===== config.mk =====
export PLATFORM = sky130hd
export DESIGN_NAME = cfg_sequencer
export DESIGN_NICKNAME = d
export VERILOG_FILES = /design/src/rtl/cfg_sequencer.sv
export SDC_FILE = /design/constraint.sdc
export NUM_CORES = 1
export LEC_CHECK = 0
export CORE_MARGIN = 8
export CORE_UTILIZATION = 55
export CTS_CLUSTER_SIZE = 14
export DETAILED_ROUTE_END_ITERATION = 6
export GPL_TIMING_DRIVEN = 0
export MAX_ROUTING_LAYER = met4
export PLACE_DENSITY = 0.81
export SYNTH_ARGS = -nofsm -noshare
export SYNTH_HDL_FRONTEND = slang
export SYNTH_SLANG_ARGS = --single-unit

===== constraint.sdc =====
create_clock -name clk -period 3.57 [get_ports clk]
set_clock_uncertainty 0.1 [all_clocks]
set_input_delay 0.357 -clock clk [delete_from_list [all_inputs] [get_ports clk]]
set_output_delay 0.357 -clock clk [all_outputs]
set_load 0.02 [all_outputs]

===== src/rtl/cfg_sequencer.sv =====
// Configuration-bus master: buffers a batch of host address/data words and replays the
// whole batch to the layer engine as contiguous cfg_valid beats once the engine is idle.
module cfg_sequencer #(
  parameter int CFG_DWIDTH  = 32,
  parameter int CFG_AWIDTH  = 5,
  parameter int FIFO_AWIDTH = 3
) (
  input  logic                   clk,
  input  logic                   rst,
  input  logic [CFG_DWIDTH-1:0]  up_data,
  input  logic [CFG_AWIDTH-1:0]  up_addr,
  input  logic                   up_last,
  input  logic                   up_val,
  output logic                   up_rdy,
  input  logic                   engine_busy,
  output logic [CFG_DWIDTH-1:0]  cfg_data,
  output logic [CFG_AWIDTH-1:0]  cfg_addr,
  output logic                   cfg_valid,
  output logic                   batch_done,
  output logic [FIFO_AWIDTH:0]   batch_len,
  output logic                   err_trunc
);

  // state   | meaning
  // S_FILL  | accepting host words into the batch buffer
  // S_WAIT  | batch closed, waiting for the engine to report idle
  // S_ISSUE | replaying the batch, one word per cycle, busy ignored

  localparam int DEPTH = 2 ** FIFO_AWIDTH;
  localparam int WW    = CFG_AWIDTH + CFG_DWIDTH;
  localparam logic [FIFO_AWIDTH:0] OCC_LAST = {1'b0, {FIFO_AWIDTH{1'b1}}};
  localparam logic [FIFO_AWIDTH:0] PTR_ONE  = 1;

  typedef enum logic [1:0] {
    S_FILL  = 2'd0,
    S_WAIT  = 2'd1,
    S_ISSUE = 2'd2
  } state_t;

  state_t                 state_q, state_d;
  logic [WW-1:0]          mem_q [DEPTH];
  logic [WW-1:0]          mem_d [DEPTH];
  logic [FIFO_AWIDTH:0]   wr_ptr_q, wr_ptr_d;
  logic [FIFO_AWIDTH:0]   rd_ptr_q, rd_ptr_d;
  logic [FIFO_AWIDTH:0]   pend_len_q, pend_len_d;
  logic [FIFO_AWIDTH:0]   batch_len_q, batch_len_d;
  logic [WW-1:0]          cfg_word_q, cfg_word_d;
  logic                   cfg_valid_q, cfg_valid_d;
  logic                   batch_done_q, batch_done_d;
  logic                   err_trunc_q, err_trunc_d;
  logic                   live_q, live_d;

  logic [FIFO_AWIDTH:0]   occ;
  logic                   full, push, pop, close, start, issue_end;

  assign occ       = wr_ptr_q - rd_ptr_q;
  assign full      = occ[FIFO_AWIDTH];
  assign push      = up_val & up_rdy;
  assign close     = (state_q == S_FILL) & push & (up_last | (occ == OCC_LAST));
  assign start     = (state_q == S_WAIT) & ~engine_busy;
  assign issue_end = (state_q == S_ISSUE) & (occ == '0);
  assign pop       = start | ((state_q == S_ISSUE) & (occ != '0));

  always_ff @(posedge clk or negedge rst) begin
    if (!rst) begin
      state_q <= S_FILL;
    end else begin
      state_q <= state_d;
    end
  end

  always_comb begin
    state_d = state_q;
    case (state_q)
      S_FILL:  if (close)     state_d = S_WAIT;
      S_WAIT:  if (start)     state_d = S_ISSUE;
      S_ISSUE: if (issue_end) state_d = S_FILL;
      default:                state_d = S_FILL;
    endcase
  end

  always_comb begin
    // live_q keeps up_rdy low until the first edge after reset release
    live_d       = 1'b1;
    up_rdy       = live_q & (state_q == S_FILL) & ~full;
    cfg_valid_d  = pop;
    cfg_word_d   = pop ? mem_q[rd_ptr_q[FIFO_AWIDTH-1:0]] : cfg_word_q;
    batch_done_d = issue_end;
    pend_len_d   = start ? occ : pend_len_q;
    batch_len_d  = issue_end ? pend_len_q : batch_len_q;
    err_trunc_d  = err_trunc_q | (close & ~up_last);
  end

  always_comb begin
    mem_d    = mem_q;
    wr_ptr_d = wr_ptr_q;
    rd_ptr_d = rd_ptr_q;
    if (push) begin
      mem_d[wr_ptr_q[FIFO_AWIDTH-1:0]] = {up_addr, up_data};
      wr_ptr_d = wr_ptr_q + PTR_ONE;
    end
    if (pop) begin
      rd_ptr_d = rd_ptr_q + PTR_ONE;
    end
  end

  always_ff @(posedge clk or negedge rst) begin
    if (!rst) begin
      for (int i = 0; i < DEPTH; i++) mem_q[i] <= '0;
      wr_ptr_q     <= '0;
      rd_ptr_q     <= '0;
      pend_len_q   <= '0;
      batch_len_q  <= '0;
      cfg_word_q   <= '0;
      cfg_valid_q  <= 1'b0;
      batch_done_q <= 1'b0;
      err_trunc_q  <= 1'b0;
      live_q       <= 1'b0;
    end else begin
      mem_q        <= mem_d;
      wr_ptr_q     <= wr_ptr_d;
      rd_ptr_q     <= rd_ptr_d;
      pend_len_q   <= pend_len_d;
      batch_len_q  <= batch_len_d;
      cfg_word_q   <= cfg_word_d;
      cfg_valid_q  <= cfg_valid_d;
      batch_done_q <= batch_done_d;
      err_trunc_q  <= err_trunc_d;
      live_q       <= live_d;
    end
  end

  assign {cfg_addr, cfg_data} = cfg_word_q;
  assign cfg_valid  = cfg_valid_q;
  assign batch_done = batch_done_q;
  assign batch_len  = batch_len_q;
  assign err_trunc  = err_trunc_q;

endmodule


; Yosys cells after proc, flatten, opt, wreduce, memory -nomap -nowiden
; Index checks and enable logic that the tools add are counted.
[classes]
addsub = 3
n_lt_le_gt_ge = 3
eq_ne = 6
muxes = 10
n_bitwise = 17
reduce_logical = 5
[ops]
columns = operator, n
row1 = $bwmux W296, 1
row2 = $bmux W37 S3, 1
row3 = $demux W37 S3, 1
row4 = $mux W37, 3
row5 = $and A1 B1 Y1, 9
row6 = $add A4 B1 Y4 const B, 2
row7 = $ge A4 B4 Y1 const B, 2
row8 = $not A3 Y4, 2
row9 = $mux W2, 3
row10 = $ne A2 B2 Y1 const B, 3
row11 = $pmux W2 S3, 1
row12 = $eq A4 B3 Y1 const B, 1
row13 = $logic_not A4 Y1, 1
row14 = $lt A4 B1 Y1 const B, 1
row15 = $reduce_bool A4 Y1, 1
row16 = $sub A4 B4 Y4, 1
row17 = $not A1 Y1, 3
row18 = $or A1 B1 Y1, 3
row19 = $reduce_and A3 Y1, 1
row20 = $eq A2 B1 Y1 const B, 1
row21 = $eq A2 B2 Y1 const B, 1
row22 = $logic_not A2 Y1, 1
row23 = $logic_and A1 B1 Y1, 1
[totals]
reg_bits = 355
in_bits = 42
out_inout_bits = 45

; Depth between registers and ports, before layout
; Gate-level depths: netlist of run 1.
[depth]
ltp_word = 8
depth_mapped = 11
mapped_depth_nobuf = 8

; Least setup slack after synthesis of run 1
; No wires, ideal clock.
[synth_timing]
kind = reg2reg
from = register rd_ptr_q[1]
to = register mem_q[222] in the netlist's numbering
setup_ns = 0.125
arrival_time_ns = 2.950
required_time_ns = 3.345
path_slack_ns = 0.395
path_stages_with_launch = 12
path_cell_list = dfrtp_1 > clkbuf_1 > buf_1 > clkbuf_1 > inv_1 > ha_1 > and3b_1 > o211ai_2 > a21boi_0 > buf_2 > buf_4 > mux2_2
[synth_via]
elab_chain_len = 4
[synth_lines]
columns = item, line
row1 = start: declaration, 44  ; logic [FIFO_AWIDTH:0] rd_ptr_q, rd_ptr_d;
row2 = start signal: assignment, 122  ; rd_ptr_q <= rd_ptr_d;
row3 = $sub A4 B4 Y4, 56  ; assign occ = wr_ptr_q - rd_ptr_q;
row4 = $not A1 Y1, 85  ; up_rdy = live_q & (state_q == S_FILL) & ~full;
row5 = $and A1 B1 Y1, 85
row6 = $and A1 B1 Y1, 58  ; assign push = up_val & up_rdy;
row7 = end signal: assignment, 120  ; mem_q <= mem_d;
row8 = end: declaration, 41  ; logic [WW-1:0] mem_q [DEPTH];
; No other way between the ends.
; A chain may end at the register's enable or synchronous reset.

; Worst setup path in the final report of run 1
[layout_timing]
from = register rd_ptr_q[1]
to = output port up_rdy
[layout_via]
elab_chain_len = 3
[layout_lines]
columns = item, line
row1 = $sub A4 B4 Y4, 56
row2 = $not A1 Y1, 85
row3 = $and A1 B1 Y1, 85
row4 = end: declaration, 14  ; output logic up_rdy,
; No other way between the ends.

==> reports/qor.csv, run 1 <==
metric;value;unit
status;complete, no violations;
synth-seq-cells;355;
via_per_inst;5.74;
post_cts_buffers;0;
placed_cell_area;17300;sq um
p_leak;8.95;nW
tritoncts;built;
syn_avg_cell_area;15.5;sq um
maxSlewViolCount;0;
grtUsageMet2;34.5;%
groute.layer.met1.usage;27.5;%
synth_enable_flop_cells;0;
clkLatencyLatePin;0.52;ns
dr.pass1.iters;4;
synth_compound_area_share;1.16;%
use_met3;3.47;%
rsz0062_at_grt;no;
cts.htree.levels;2;
min_period_over_period;94.8;%
grt_pass1_vias;9932;
io_pins;87;
grt_max_degree;128;
hold_class;in -> async;
cap_viol_max_count;0;
synth_xor_area_share;0.591;%
start_util;55.6;%
finalWirelength;33600;um
portBuffers;86;
grt_pass1_wl;55400;um
yosys_warnings;0;
cts-buffers-inserted;37;
clock-root-buffer;clkbuf_16;
arrival;2.93;ns
ant_nets;0;
slew_headroom;46.8;%
fin_hold_ws;0.305;ns
busiest_layer;met2;
ir_drop;0.418;mV
multiInputGateArea;6640;sq um
final_hold_viol_count;0;
min_period;3.39;ns
total_power;14.6;mW
antenna_found_initial;2;
setup_viol;0;
pwr_density_cell;784;nW/um^2
grtUsageTotal;21.1;%
vias;8972;
syn_to_final_growth;17.3;%
gp_congestion;0.810;
syn_area;15900;sq um
worstPathMaxFanout;10;
route.detailed.drc;0;
die_h;186;um
final_area;18600;sq um
cp.required;3.11;ns
synth_ff_type;dfrtp_1;
die_w;186;um
drtIter0Drc;507;
start_kind;flop;
critical_path_class;reg -> out;
end_kind;primary output;
routedWlPerCell;21.5;um
synth_cells;1024;
synth.distinct_cells;50;
final_nets;1199;
synth_nets;1072;
setup-tns-final;0;ns
ys_async_sr_fraction;100;%
synth_seq_area_share;56.0;%
timing.fmax;295;MHz
core;28500;sq um
clock_sinks;355;
clk_path_buf_depth;3;
die-area;34500;sq um
synth_top_family_by_area;multiplexers;
post-dp-hpwl;21700;um
synthMuxAreaShare;35.3;%
clk_pin_slew;0.06;ns
layout-drive-gt1-share;45.2;%
register_area;8880;sq um
max_slew.worst_pin.slew;0.797;ns
fillCellCount;2030;
synth_fa_ha_area_share;0.520;%
globalRoute.totalOverflow;0;
rows;62;
synthSimpleGateAreaFrac;4.19;%
## synthesized netlist by cell type (4+ instances only)
cell type / count / area [sq um]
inv_1: 7 / 26.3
dfrtp_1: 355 / 8880
nand2_1: 118 / 443
mux2_4: 30 / 450
clkbuf_1: 17 / 63.8
mux4_2: 74 / 1670
xnor2_1: 4 / 35.0
buf_6: 6 / 67.6
mux2_2: 308 / 3470
nand3_1: 5 / 25.0
o21ai_0: 6 / 30.0
buf_2: 29 / 145
nor2_1: 5 / 18.8
buf_4: 6 / 45.0
ha_1: 5 / 62.6
## state kept, by name (all words and copies together) (netlist names), 2 cells and up
signal,flops
batch_len,4
cfg_word_q,37
mem_q,296
pend_len_q,4
rd_ptr_q,4
state_q,2
wr_ptr_q,4
## logic make-up (layout without fill, tap and decap cells)
group           count (synthesis)  in the layout
mux                           414            414
flops                         355            355
buf+inv                        66            220
other cells                     1              3
simple gates                  149            149
fa+ha+maj                       6              6
xor+xnor                        9              9
compound gates                 24             24
## path summary, 6_finish.rpt
kind,to,slack [ns],startpoint,depth (start not counted)
worst max-delay path,up_rdy,0.18,rd_ptr_q[1]$_DFFE_PN0P_,9
min in group clk,err_trunc$_DFF_PN0_,0.35,up_last,2
max in group asynchronous,cfg_word_q[21]$_DFFE_PN0P_,1.64,rst,4
worst min-delay path,batch_done$_DFF_PN0_,0.30,rst,2
worst max register to register,mem_q[118]$_DFFE_PN0P_,0.22,rd_ptr_q[1]$_DFFE_PN0P_,9
worst min register to register,err_trunc$_DFF_PN0_,0.37,err_trunc$_DFF_PN0_,2
## final cells by class
| class | instances | area share [%] |
|---|---|---|
| flip-flops and latches | 355 | 47.7 |
| multi-input cells | 603 | 35.7 |
| clock buffers | 56 | 6.17 |
| repair buffers | 90 | 5.14 |
| well taps | 384 | 2.58 |
| plain buffers | 57 | 1.78 |
| clock inverters | 10 | 0.733 |
| inverters | 7 | 0.161 |
| diodes | 2 | 0.0269 |
## stage by stage
| stage | cells | setup WS, ns | util, % |
|---|---|---|---|
| 2_1_floorplan | 1024 | 0.395 | - |
| 3_3_place_gp | 1494 | -13.10 | 60.3 |
| 3_5_place_dp | 1497 | -0.850 | 60.6 |
| 4_1_cts | 1562 | 0.0921 | 65.2 |
| 5_1_grt | 1564 | 0.0573 | 65.2 |
| 6_report | 1564 | 0.184 | 65.2 |
## worst max-delay path, stage by stage, from the launching register on
cell,delay [ns]
dfrtp_2,0.43
buf_4,0.23
clkbuf_8,0.23
inv_1,0.09
ha_1,0.30
and3b_1,0.34
o21ai_1,0.14
and2_1,0.17
and3_1,0.16
dlygate4sd2_1,0.32
## layer usage
metal / wire, um / vias to the layer above
met2: 16700 / 184
li1: - / 3985
met5: 0 / -
met3: 1540 / 48
met1: 14800 / 4755
met4: 576 / 0
## report_power, final
group / internal (mW) / total [mW] / switching, mW
clock network: 2.44 / 3.98 / 1.55
registers: 5.14 / 5.74 / 0.599
logic: 2.56 / 4.87 / 2.31
## placed cells by master (no fill, tap or decap), types with 2 or more instances in the layout
cell type,instances
a211oi_1,2
a21oi_4,2
a31oi_1,2
buf_16,3
buf_2,29
buf_4,7
buf_6,6
bufinv_16,3
clkbuf_1,19
clkbuf_16,38
clkbuf_8,14
clkdlybuf4s50_1,84
clkinv_2,6
dfrtp_1,354
diode_2,2
ha_1,5
inv_1,6
mux2_1,2
mux2_2,308
mux2_4,30
mux4_2,74
nand2_1,118
nand2b_1,3
nand3_1,5
nand3b_1,3
nor2_1,5
nor2b_1,3
o21ai_0,5
o21ai_1,2
o21bai_1,2
or3b_2,2
xnor2_1,4
xor2_1,3
## timing repair
item / in CTS / in global routing
endpoints found under the setup margin: 346 / 17
gates resized for setup: 7 / 3
hold buffers: 1 / 0
endpoints found under the hold margin: 71 / 0
(Power assumes the default switching activity.)
==> run 2, diff against run 1 <==
- CORE_MARGIN: 8 -> 5
- CORE_UTILIZATION: 55 -> 50
- PLACE_DENSITY: 0.81 -> 0.76
==> run 2 against run 1 <==
Sequential share of layout area rose by 0.15 points. Cell count rose by 0.96%. Register-to-register slack lost 0.02 ns.
==> reports/qor.csv, run 2 (same netlist as run 1, synthesis figures left out) <==
metric;value;unit;change
path_cells;buf_4 -> clkbuf_8 -> inv_1 -> ha_1 -> a21oi_1 -> nand3_1 -> and2_1 -> and3_1 -> dlygate4sd2_1;;was buf_4 -> clkbuf_8 -> inv_1 -> ha_1 -> and3b_1 -> o21ai_1 -> and2_1 -> and3_1 -> dlygate4sd2_1
reg_top3;mem_q (296), cfg_word_q (37);;unchanged
p_int;9.96;mW;was 10.1 mW
max_slew.worst_pin.slew;0.820;ns;was 0.797 ns
end_kind;primary output;;unchanged
cp_num_buf_inv;4;;unchanged
grt_pass1_wl;54800;um;was 55400 um
dr.pass1.iters;4;;unchanged
worstPathMaxFanout;10;;unchanged
tritoncts;built;;unchanged
slew_headroom;45.3;%;was 46.8%
cts.htree.levels;2;;unchanged
clk_path_buf_depth;3;;unchanged
ant_nets;0;;unchanged
grt_max_degree;128;;unchanged
final_util;59.0;%;was 65.2%
r2r_slack;0.20;ns;was 0.22 ns
post-dp-hpwl;21100;um;was 21700 um
multiInputGateArea;6640;sq um;about the same
syn_to_final_growth;16.9;%;was 17.3%
grtUsageMet2;32.2;%;was 34.5%
layout-drive-gt1-share;44.8;%;was 45.2%
fillCellCount;2407;;was 2030
setup_viol;0;;unchanged
die_w;188;um;was 186 um
critical_path.max_stage_delay;0.44;ns;was 0.43 ns
cts-buffers-inserted;37;;unchanged
post_cts_buffers;0;;unchanged
crit_family;buffers and inverters;;unchanged
drtIter0Drc;437;;was 507
pwr_density_cell;773;nW/um^2;was 784 nW/um^2
ir_drop;0.318;mV;was 0.418 mV
min_period;3.43;ns;was 3.39 ns
largest_reg_flops;296;;unchanged
start_kind;flop;;unchanged
clock_sinks;355;;unchanged
cap_viol_max_count;0;;unchanged
use_met3;2.90;%;was 3.47%
combPwrFrac;33.7;%;was 33.4%
maxSlewViolCount;0;;unchanged
globalRoute.totalOverflow;0;;unchanged
dp.cells;1515;;was 1497
io_pins;87;;unchanged
gp_congestion;0.774;;was 0.810
grtUsageTotal;19.8;%;was 21.1%
grt_pass1_vias;9752;;was 9932
register_area;8880;sq um;unchanged
finalWirelength;32900;um;was 33600 um
clk_pin_slew;0.06;ns;about the same
critical_path_class;reg -> out;;unchanged
power_frac_seq;39.9;%;was 39.3%
final_cell_mix;dfrtp_1 (354), mux2_2 (308), nand2_1 (118), clkdlybuf4s50_1 (84), mux4_2 (74);;unchanged
min_period_over_period;96.0;%;was 94.8%
cp_slowest_cell;a21oi_1;;was dfrtp_2
final_common_cell;dfrtp_1;;unchanged
status;complete, no violations;;unchanged
rows;65;;was 62
busiest_layer;met2;;unchanged
power_switching;4.38;mW;was 4.45 mW
final_nets;1199;;unchanged
die_h;188;um;was 186 um
largest_register;mem_q;;unchanged
clkLatencyLatePin;0.52;ns;about the same
die-area;35400;sq um;was 34500 sq um
arrival;2.97;ns;was 2.93 ns
start_util;50.4;%;was 55.6%
portBuffers;86;;unchanged
rsz0062_at_grt;no;;unchanged
clockPowerShare;26.4;%;was 27.3%
core;31500;sq um;was 28500 sq um
groute.layer.met1.usage;26.8;%;was 27.5%
route.detailed.drc;0;;unchanged
timing.fmax;292;MHz;was 295 MHz
routedWlPerCell;20.8;um;was 21.5 um
clock-root-buffer;clkbuf_16;;unchanged
p_sw_share;30.5;%;about the same
p_leak;8.91;nW;was 8.95 nW
via_per_inst;5.62;;was 5.74
vias;8870;;was 8972
cp.required;3.11;ns;about the same
fin_cells;1579;;was 1564
antenna_found_initial;1;;was 2
final_hold_viol_count;0;;unchanged
hold_class;in -> async;;unchanged
run 2: cell types whose count changed in the layout (fill, tap and decap cells not counted), sizes merged:
cell,delta
clkinv,-3
diode,-1
clkinvlp,-1
bufinv,-3
clkbuf,+4
inv,+1
run 2: power by group through the flow:
stage	logic, mW	clock network (mW)	registers, mW
final	4.83	3.78	5.72
after global routing	5.27	4.04	5.85
after CTS	4.91	3.86	5.72
after detailed placement	4.90	0	5.77
after global placement	4.77	0	5.73
after floorplan	3.47	0	5.73
run 2: layer usage:
layer	vias up	part of all wire, %
li1	3975	-
met2	139	50
met1	4706	45
met3	50	3.6
met5	-	0
met4	0	2.0
run 2: through the flow:
stage / TNS (ns) / power (mW) / instance area, sq um / worst slack [ns] / hold slack, ns
after floorplan: 0 / 9.20 / 15900 / 0.395 / -0.0386
after global placement: -4878.10 / 10.5 / 17200 / -13.27 / 0.352
after detailed placement: -190.99 / 10.7 / 17300 / -0.756 / 0.154
after CTS: 0 / 14.5 / 18600 / 0.151 / 0.214
after global routing: 0 / 15.2 / 18600 / 0.0312 / 0.252
final: 0 / 14.3 / 18600 / 0.144 / 0.216
run 2: final timing paths:
kind | startpoint | depth (start not counted) | endpoint
worst max-delay path | rd_ptr_q[1]$_DFFE_PN0P_ | 9 | up_rdy
worst min-delay path | rst | 2 | cfg_word_q[36]$_DFFE_PN0P_
worst max register to register | rd_ptr_q[1]$_DFFE_PN0P_ | 9 | mem_q[167]$_DFFE_PN0P_
worst min register to register | pend_len_q[0]$_DFFE_PN0P_ | 2 | pend_len_q[0]$_DFFE_PN0P_
max in group asynchronous | rst | 4 | rd_ptr_q[1]$_DFFE_PN0P_
min in group clk | up_last | 2 | err_trunc$_DFF_PN0_
run 2: timing repair:
item / in CTS / in global routing
hold endpoints to repair: 34 / 0
hold buffers: 1 / 0
endpoints found under the setup margin: 344 / 0
gates resized for setup: 7 / 0
run 2: area by class of cell:
type / count / area share [%]
sequential: 355 / 47.9
multi-input combinational: 603 / 35.8
clock buffer: 60 / 6.38
clock inverter: 4 / 0.169
tap: 402 / 2.71
timing repair buffer: 90 / 5.16
buffer: 57 / 1.79
inverter: 7 / 0.142
antenna: 1 / 0.0135
==> run 3, diff against run 2 <==
- ABC_CLOCK_PERIOD_IN_PS: unset -> 3570
==> results of run 3 <==
No change in the layout: final DEF, timing and power equal those of run 2.
